[config.mk]
export PLATFORM = sky130hd
export DESIGN_NAME = au_writeback_stage_flat
export DESIGN_NICKNAME = d
export VERILOG_FILES = /design/src/rtl/au_writeback_stage_if.sv /design/src/rtl/au_writeback_stage.sv /design/src/flat_wrapper.sv
export SDC_FILE = /design/constraint.sdc
export NUM_CORES = 1
export LEC_CHECK = 0
export CORE_MARGIN = 4
export CORE_UTILIZATION = 63
export DETAILED_ROUTE_END_ITERATION = 10
export PLACE_DENSITY = 0.93
export RECOVER_POWER = 100
export SLEW_MARGIN = 20
export SYNTH_ARGS = -nofsm -noshare
export SYNTH_HDL_FRONTEND = slang
export SYNTH_SLANG_ARGS = --single-unit
export TNS_END_PERCENT = 20
[constraint.sdc]
create_clock -name clk -period 9.05 [get_ports clk]
set_input_delay 0.905 -clock clk [delete_from_list [all_inputs] [get_ports clk]]
set_output_delay 0.905 -clock clk [all_outputs]
set_load 0.01 [all_outputs]
[src/rtl/au_writeback_stage_if.sv]
// Bundles the issue-side and writeback-side handshakes of au_writeback_stage.
// master: arithmetic unit and register file side; slave: the writeback stage.
interface au_writeback_stage_if #(
  parameter int unsigned WORD_SIZE   = 19,
  parameter int unsigned OPCODE_SIZE = 3,
  parameter int unsigned REG_ADDR_W  = 3
);
  logic                   in_valid;
  logic                   in_ready;
  logic [OPCODE_SIZE-1:0] in_opcode;
  logic [WORD_SIZE-1:0]   in_op1;
  logic [WORD_SIZE-1:0]   in_op2;
  logic [WORD_SIZE-1:0]   in_result;
  logic [REG_ADDR_W-1:0]  in_rd;

  logic                   wb_valid;
  logic                   wb_ready;
  logic [REG_ADDR_W-1:0]  wb_rd;
  logic [WORD_SIZE-1:0]   wb_data;
  logic [3:0]             wb_flags;

  modport master (
    output in_valid, in_opcode, in_op1, in_op2, in_result, in_rd, wb_ready,
    input  in_ready, wb_valid, wb_rd, wb_data, wb_flags
  );

  modport slave (
    input  in_valid, in_opcode, in_op1, in_op2, in_result, in_rd, wb_ready,
    output in_ready, wb_valid, wb_rd, wb_data, wb_flags
  );
endinterface

[src/rtl/au_writeback_stage.sv]
// Writeback stage after the combinational arithmetic unit.
// Computes {DZ,C,N,Z} at capture, queues entries in a DEPTH-entry FIFO, drives
// register-file writeback from the head and keeps the architectural flags of
// the last retired entry.
// Optional: define AU_WB_STATS_EN to add retired_cnt / dz_cnt saturating counters.
// Opcode encoding: ADD=0 SUB=1 MUL=2 DIV=3 INC=4 DEC=5 (OPCODE_SIZE=3).
module au_writeback_stage #(
  parameter int unsigned DEPTH      = 2,
  parameter int unsigned REG_ADDR_W = 3
) (
  input  logic                 clk,
  input  logic                 rst_n,
  au_writeback_stage_if.slave  bus,
  output logic [3:0]           flags_q
`ifdef AU_WB_STATS_EN
  ,
  output logic [31:0]          retired_cnt,
  output logic [15:0]          dz_cnt
`endif
);

  localparam int unsigned WORD_SIZE   = 19;
  localparam int unsigned OPCODE_SIZE = 3;

  localparam logic [OPCODE_SIZE-1:0] ADD = 3'd0;
  localparam logic [OPCODE_SIZE-1:0] SUB = 3'd1;
  localparam logic [OPCODE_SIZE-1:0] MUL = 3'd2;
  localparam logic [OPCODE_SIZE-1:0] DIV = 3'd3;
  localparam logic [OPCODE_SIZE-1:0] INC = 3'd4;
  localparam logic [OPCODE_SIZE-1:0] DEC = 3'd5;

  localparam int unsigned PtrW = (DEPTH > 1) ? $clog2(DEPTH) : 1;
  localparam int unsigned CntW = $clog2(DEPTH + 1);

  logic [WORD_SIZE-1:0]  data_mem  [DEPTH];
  logic [REG_ADDR_W-1:0] rd_mem    [DEPTH];
  logic [3:0]            flags_mem [DEPTH];

  logic [PtrW-1:0] wr_ptr_q, rd_ptr_q;
  logic [CntW-1:0] count_q;

  logic full, empty, push, pop;

  logic [WORD_SIZE-1:0]   push_data;
  logic [3:0]             push_flags;
  logic                   carry, dz;
  logic [2*WORD_SIZE-1:0] product;
  logic [WORD_SIZE:0]     sum;

  assign full  = (count_q == CntW'(DEPTH));
  assign empty = (count_q == '0);

  // No bypass: a full queue refuses input even when popping this cycle.
  assign push = bus.in_valid && !full;
  assign pop  = !empty && bus.wb_ready;

  assign bus.in_ready = !full;
  assign bus.wb_valid = !empty;

  // Head entry presented for writeback, zeroed while the queue is empty.
  always_comb begin
    bus.wb_rd    = '0;
    bus.wb_data  = '0;
    bus.wb_flags = '0;
    if (!empty) begin
      bus.wb_rd    = rd_mem[rd_ptr_q];
      bus.wb_data  = data_mem[rd_ptr_q];
      bus.wb_flags = flags_mem[rd_ptr_q];
    end
  end

  // Stored data and status flags for the incoming entry.
  always_comb begin
    push_data = bus.in_result;
    carry     = 1'b0;
    dz        = 1'b0;
    sum       = {1'b0, bus.in_op1} + {1'b0, bus.in_op2};
    product   = {{WORD_SIZE{1'b0}}, bus.in_op1} * {{WORD_SIZE{1'b0}}, bus.in_op2};
    case (bus.in_opcode)
      ADD: carry = sum[WORD_SIZE];
      SUB: carry = (bus.in_op1 < bus.in_op2);
      MUL: carry = ((product >> WORD_SIZE) != '0);
      DIV: begin
        if (bus.in_op2 == '0) begin
          dz        = 1'b1;
          push_data = '1;
        end
      end
      INC: carry = (bus.in_op1 == '1);
      DEC: carry = (bus.in_op1 == '0);
      default: carry = 1'b0;
    endcase
    push_flags = {dz, carry, push_data[WORD_SIZE-1], (push_data == '0)};
  end

  // Unused sum bits are the plain sum; only the carry-out matters.
  logic unused_sum;
  assign unused_sum = ^sum[WORD_SIZE-1:0];

  // Queue storage; contents need no reset because outputs are gated by empty.
  always_ff @(posedge clk) begin
    if (push) begin
      data_mem[wr_ptr_q]  <= push_data;
      rd_mem[wr_ptr_q]    <= bus.in_rd;
      flags_mem[wr_ptr_q] <= push_flags;
    end
  end

  // Pointers, occupancy and architectural flags.
  always_ff @(posedge clk) begin
    if (!rst_n) begin
      wr_ptr_q <= '0;
      rd_ptr_q <= '0;
      count_q  <= '0;
      flags_q  <= '0;
    end else begin
      if (push) wr_ptr_q <= (wr_ptr_q == PtrW'(DEPTH - 1)) ? '0 : wr_ptr_q + 1'b1;
      if (pop) begin
        rd_ptr_q <= (rd_ptr_q == PtrW'(DEPTH - 1)) ? '0 : rd_ptr_q + 1'b1;
        flags_q  <= flags_mem[rd_ptr_q];
      end
      case ({push, pop})
        2'b10:   count_q <= count_q + 1'b1;
        2'b01:   count_q <= count_q - 1'b1;
        default: count_q <= count_q;
      endcase
    end
  end

`ifdef AU_WB_STATS_EN
  // Saturating retirement and divide-by-zero counters.
  always_ff @(posedge clk) begin
    if (!rst_n) begin
      retired_cnt <= '0;
      dz_cnt      <= '0;
    end else begin
      if (pop && (retired_cnt != '1))       retired_cnt <= retired_cnt + 1'b1;
      if (push && dz && (dz_cnt != '1))     dz_cnt      <= dz_cnt + 1'b1;
    end
  end
`endif

endmodule
[src/flat_wrapper.sv]
// flat-port wrapper written by rule: the top's interface ports become plain ports
module au_writeback_stage_flat 
#(
  parameter int unsigned DEPTH      = 2,
  parameter int unsigned REG_ADDR_W = 3
)
  (clk, rst_n, flags_q, bus_in_valid, bus_in_opcode, bus_in_op1, bus_in_op2, bus_in_result, bus_in_rd, bus_wb_ready, bus_in_ready, bus_wb_valid, bus_wb_rd, bus_wb_data, bus_wb_flags);
  au_writeback_stage_if #(.REG_ADDR_W(REG_ADDR_W)) bus_i ();
  input  logic clk;
  input  logic rst_n;
  output logic [3:0] flags_q;
  input wire logic [$bits(bus_i.in_valid)-1:0] bus_in_valid;
  input wire logic [$bits(bus_i.in_opcode)-1:0] bus_in_opcode;
  input wire logic [$bits(bus_i.in_op1)-1:0] bus_in_op1;
  input wire logic [$bits(bus_i.in_op2)-1:0] bus_in_op2;
  input wire logic [$bits(bus_i.in_result)-1:0] bus_in_result;
  input wire logic [$bits(bus_i.in_rd)-1:0] bus_in_rd;
  input wire logic [$bits(bus_i.wb_ready)-1:0] bus_wb_ready;
  output wire logic [$bits(bus_i.in_ready)-1:0] bus_in_ready;
  output wire logic [$bits(bus_i.wb_valid)-1:0] bus_wb_valid;
  output wire logic [$bits(bus_i.wb_rd)-1:0] bus_wb_rd;
  output wire logic [$bits(bus_i.wb_data)-1:0] bus_wb_data;
  output wire logic [$bits(bus_i.wb_flags)-1:0] bus_wb_flags;
  assign bus_i.in_valid = bus_in_valid;
  assign bus_i.in_opcode = bus_in_opcode;
  assign bus_i.in_op1 = bus_in_op1;
  assign bus_i.in_op2 = bus_in_op2;
  assign bus_i.in_result = bus_in_result;
  assign bus_i.in_rd = bus_in_rd;
  assign bus_i.wb_ready = bus_wb_ready;
  assign bus_in_ready = bus_i.in_ready;
  assign bus_wb_valid = bus_i.wb_valid;
  assign bus_wb_rd = bus_i.wb_rd;
  assign bus_wb_data = bus_i.wb_data;
  assign bus_wb_flags = bus_i.wb_flags;
  au_writeback_stage #(.DEPTH(DEPTH), .REG_ADDR_W(REG_ADDR_W)) u_core (.clk(clk), .rst_n(rst_n), .bus(bus_i), .flags_q(flags_q));
endmodule
==> results.sh <==
export IMPL_dieHeight_um=163
export IMPL_slew_headroom_pct=2.57
export IMPL_cts_tree="done"
export IMPL_grt_ovfl_total=0
export IMPL_syn_cell_area_um2=15200
export IMPL_dp_hpwl_mm=32.5
export IMPL_drt_iter0_drc=1140
export IMPL_io_pin_count=99
export IMPL_fin_tns_setup_ps=0
export IMPL_antenna_found_initial=0
export IMPL_drc_errors=0
export IMPL_drt_wl_total_mm=41.0
export IMPL_cp_start_kind="input pin"
export IMPL_layout_drive_gt1_share_pct=4.79
export IMPL_nets=2216
export IMPL_clock_sinks=59
export IMPL_clk_pin_slew_ps=50
export IMPL_clk_insertion_delay_late_ps=330
export IMPL_synth_flop_cell="edfxtp_1"
export IMPL_dieArea_um2=26600
export IMPL_holdCritPathClass="flip-flop to flip-flop"
export IMPL_path_max_fanout=20
export IMPL_synth_nets=2160
export IMPL_place_port_buffers=98
export IMPL_coreArea_um2=23600
export IMPL_cap_violations=0
export IMPL_dieWidth_um=163
export IMPL_hold_viol=0
export IMPL_ys_types=70
export IMPL_cts_hold_buf=0
export IMPL_syn_to_final_growth_pct=10.5
export IMPL_cts_resized=0
export IMPL_htreeDepth=3
export IMPL_worstPathRequired_ps=9060
export IMPL_clockBufferDepth=2
export IMPL_rows=56
export IMPL_setup_violations=0
export IMPL_grt_use_total_pct=32.0
export IMPL_grt_pass1_vias=13500
export IMPL_worst_pin_slew_ps=1460
export IMPL_end_kind="flip-flop"
export IMPL_start_util_pct=64.2
export IMPL_cts_root_buffer="clkbuf_16"
export IMPL_ant_nets=0
export IMPL_slew_viol_final=0
export IMPL_fin_crit_sh_pct=90.7
export IMPL_status="finished, final reports clean"
export IMPL_first_pass_iters=6
export IMPL_period_needed_ps=8210
export IMPL_post_synth_cell_area_avg_um2=9.19
export IMPL_ys_warn_count=0
export IMPL_cts_setup_buffers=0
export IMPL_synth_edf_count=50
export IMPL_yosys_register_bits=59
export IMPL_synthArstFlopShare_pct=0
export IMPL_fillCellCount=1658
export IMPL_globalplace_congestion=0.951
export IMPL_wire_per_inst_um=20.2
export IMPL_skew_ps=6.03
export IMPL_vias=12100
export IMPL_rsz0062_at_grt="false"
export IMPL_synthCells=1650
export IMPL_cts_buffers=9
export IMPL_yosysSeqAreaShare_pct=11.1
export IMPL_crit_arrival_ps=8230
export IMPL_viasPerCell=5.98
export IMPL_max_freq_mhz=122
export IMPL_path_class="input pin to flip-flop"
export IMPL_grt_pass1_wl_mm=66.4
export IMPL_grt_start_max_net_pins=28
logic make-up (layout without fill, tap and decap cells):
| family | count (synthesis) | after routing | synth area share (%) |
|---|---|---|---|
| DFF | 59 | 59 | 11.1 |
| xor gates and xnor gates | 15 | 15 | 0.866 |
| muxes | 26 | 26 | 1.72 |
| and+or+nand+nor | 536 | 536 | 18.3 |
| other | 0 | 1 | 0 |
| AOI/OAI and AO/OA | 136 | 136 | 6.38 |
| adders and majority gates | 443 | 443 | 50.7 |
| buffers and inverters | 435 | 496 | 10.9 |
worst max-delay path: stages:
cell	delay, ps
dlygate4sd3_1	1250
nand2_1	190
fa_1	530
fa_1	600
fa_1	460
fa_1	540
inv_1	50
fa_1	490
inv_1	50
fa_1	480
inv_1	40
ha_1	340
a21oi_1	270
nand2b_1	90
a2111oi_0	700
o21ai_0	300
a21oi_1	240
xor2_1	210
o211ai_1	120
nor4_1	200
a31oi_1	150
placed cells by master, fill, tap and decap left out, drive strengths merged, types with 10 or more instances in the layout:
cell type	synthesis	routed
inv	347	347
fa	287	287
and2	200	200
nand2	179	179
ha	156	156
clkdlybuf4s50	0	59
nor2	53	53
edfxtp	50	50
a21oi	41	41
dlygate4sd3	0	39
buf	5	30
mux2i	26	26
or2	20	20
nand4	19	19
o21ai	19	19
nor4	18	18
clkbuf	83	15
nor3	11	11
xnor2	11	11
o21bai	10	10
final timing paths:
| kind | from | slack [ps] | to | cells after the start |
|---|---|---|---|---|
| max | bus_in_op2[5] | 840 | u_core.flags_mem[1][2] | 21 |
| max reg2reg | u_core.count_q[0] | 6230 | u_core.count_q[1] | 6 |
| min | u_core.flags_q[3] | 490 | u_core.flags_q[3] | 1 |
| min reg2reg | u_core.flags_q[3] | 490 | u_core.flags_q[3] | 1 |
area by class of cell:
type                            count  area, um^2  area share, %
Sequential cell                    59        1680           10.0
Clock buffer                       10         229           1.37
Tap cell                          319         399           2.38
Timing Repair Buffer              133        1220           7.31
Clock inverter                      6        80.1          0.478
Multi-Input combinational cell   1156       11800           70.6
Inverter                          347        1300           7.77
Antenna cell                        1        2.50         0.0149
layer usage:
| layer | track usage [%] | routed length (um) | vias to the layer above |
|---|---|---|---|
| met5 | 0 | 0 | - |
| met4 | 19.6 | 2870 | 0 |
| met3 | 5.73 | 4170 | 222 |
| met2 | 54.9 | 20200 | 798 |
| met1 | 37.4 | 13800 | 5926 |
| li1 | - | - | 5194 |
registers in the layout, indices dropped and copies added (netlist names), named ones only:
name	count
u_core.flags_mem	8
u_core.count_q	2
u_core.wr_ptr_q	1
u_core.data_mem	36
u_core.rd_ptr_q	1
u_core.flags_q	4
u_core.rd_mem	6
Yosys cell counts, drive strengths merged (3+ instances only):
library cell,count,area (um^2)
inv,347,1300
fa,287,5750
and2,200,1250
nand2,179,674
ha,156,1950
clkbuf,83,313
nor2,53,199
edfxtp,50,1500
a21oi,41,220
mux2i,26,260
or2,20,125
nand4,19,119
o21ai,19,98.9
nor4,18,119
nor3,11,55.1
xnor2,11,96.3
o21bai,10,78.8
a211oi,9,72.6
dfxtp,9,180
a21o,8,60.1
nand2b,8,50.1
nand3,8,40.0
o211ai,7,57.6
a31oi,6,37.5
o21a,6,52.6
buf,5,37.5
o211a,5,50.1
or3,5,31.3
and3,4,25.0
xor2,4,35.0
a2111oi,3,32.5
nor2b,3,18.8
o31ai,3,27.5
stage by stage:
| stage | utilization [%] | cell area (um^2) | instances | hold WS [ps] | setup WS (ps) |
|---|---|---|---|---|---|
| floorplan | - | 15200 | 1650 | 478 | 2210 |
| global placement | 69.7 | 16500 | 2014 | 480 | 1070 |
| detailed placement | 69.7 | 16500 | 2014 | 490 | 887 |
| CTS | 71.1 | 16800 | 2030 | 501 | 1200 |
| global route | 70.9 | 16800 | 2030 | 518 | 463 |
| finish | 71.0 | 16800 | 2031 | 494 | 838 |
Power is left out: the tool's default activity adds up to more than one toggle a clock period on the data nets, which glitch-free logic cannot reach.
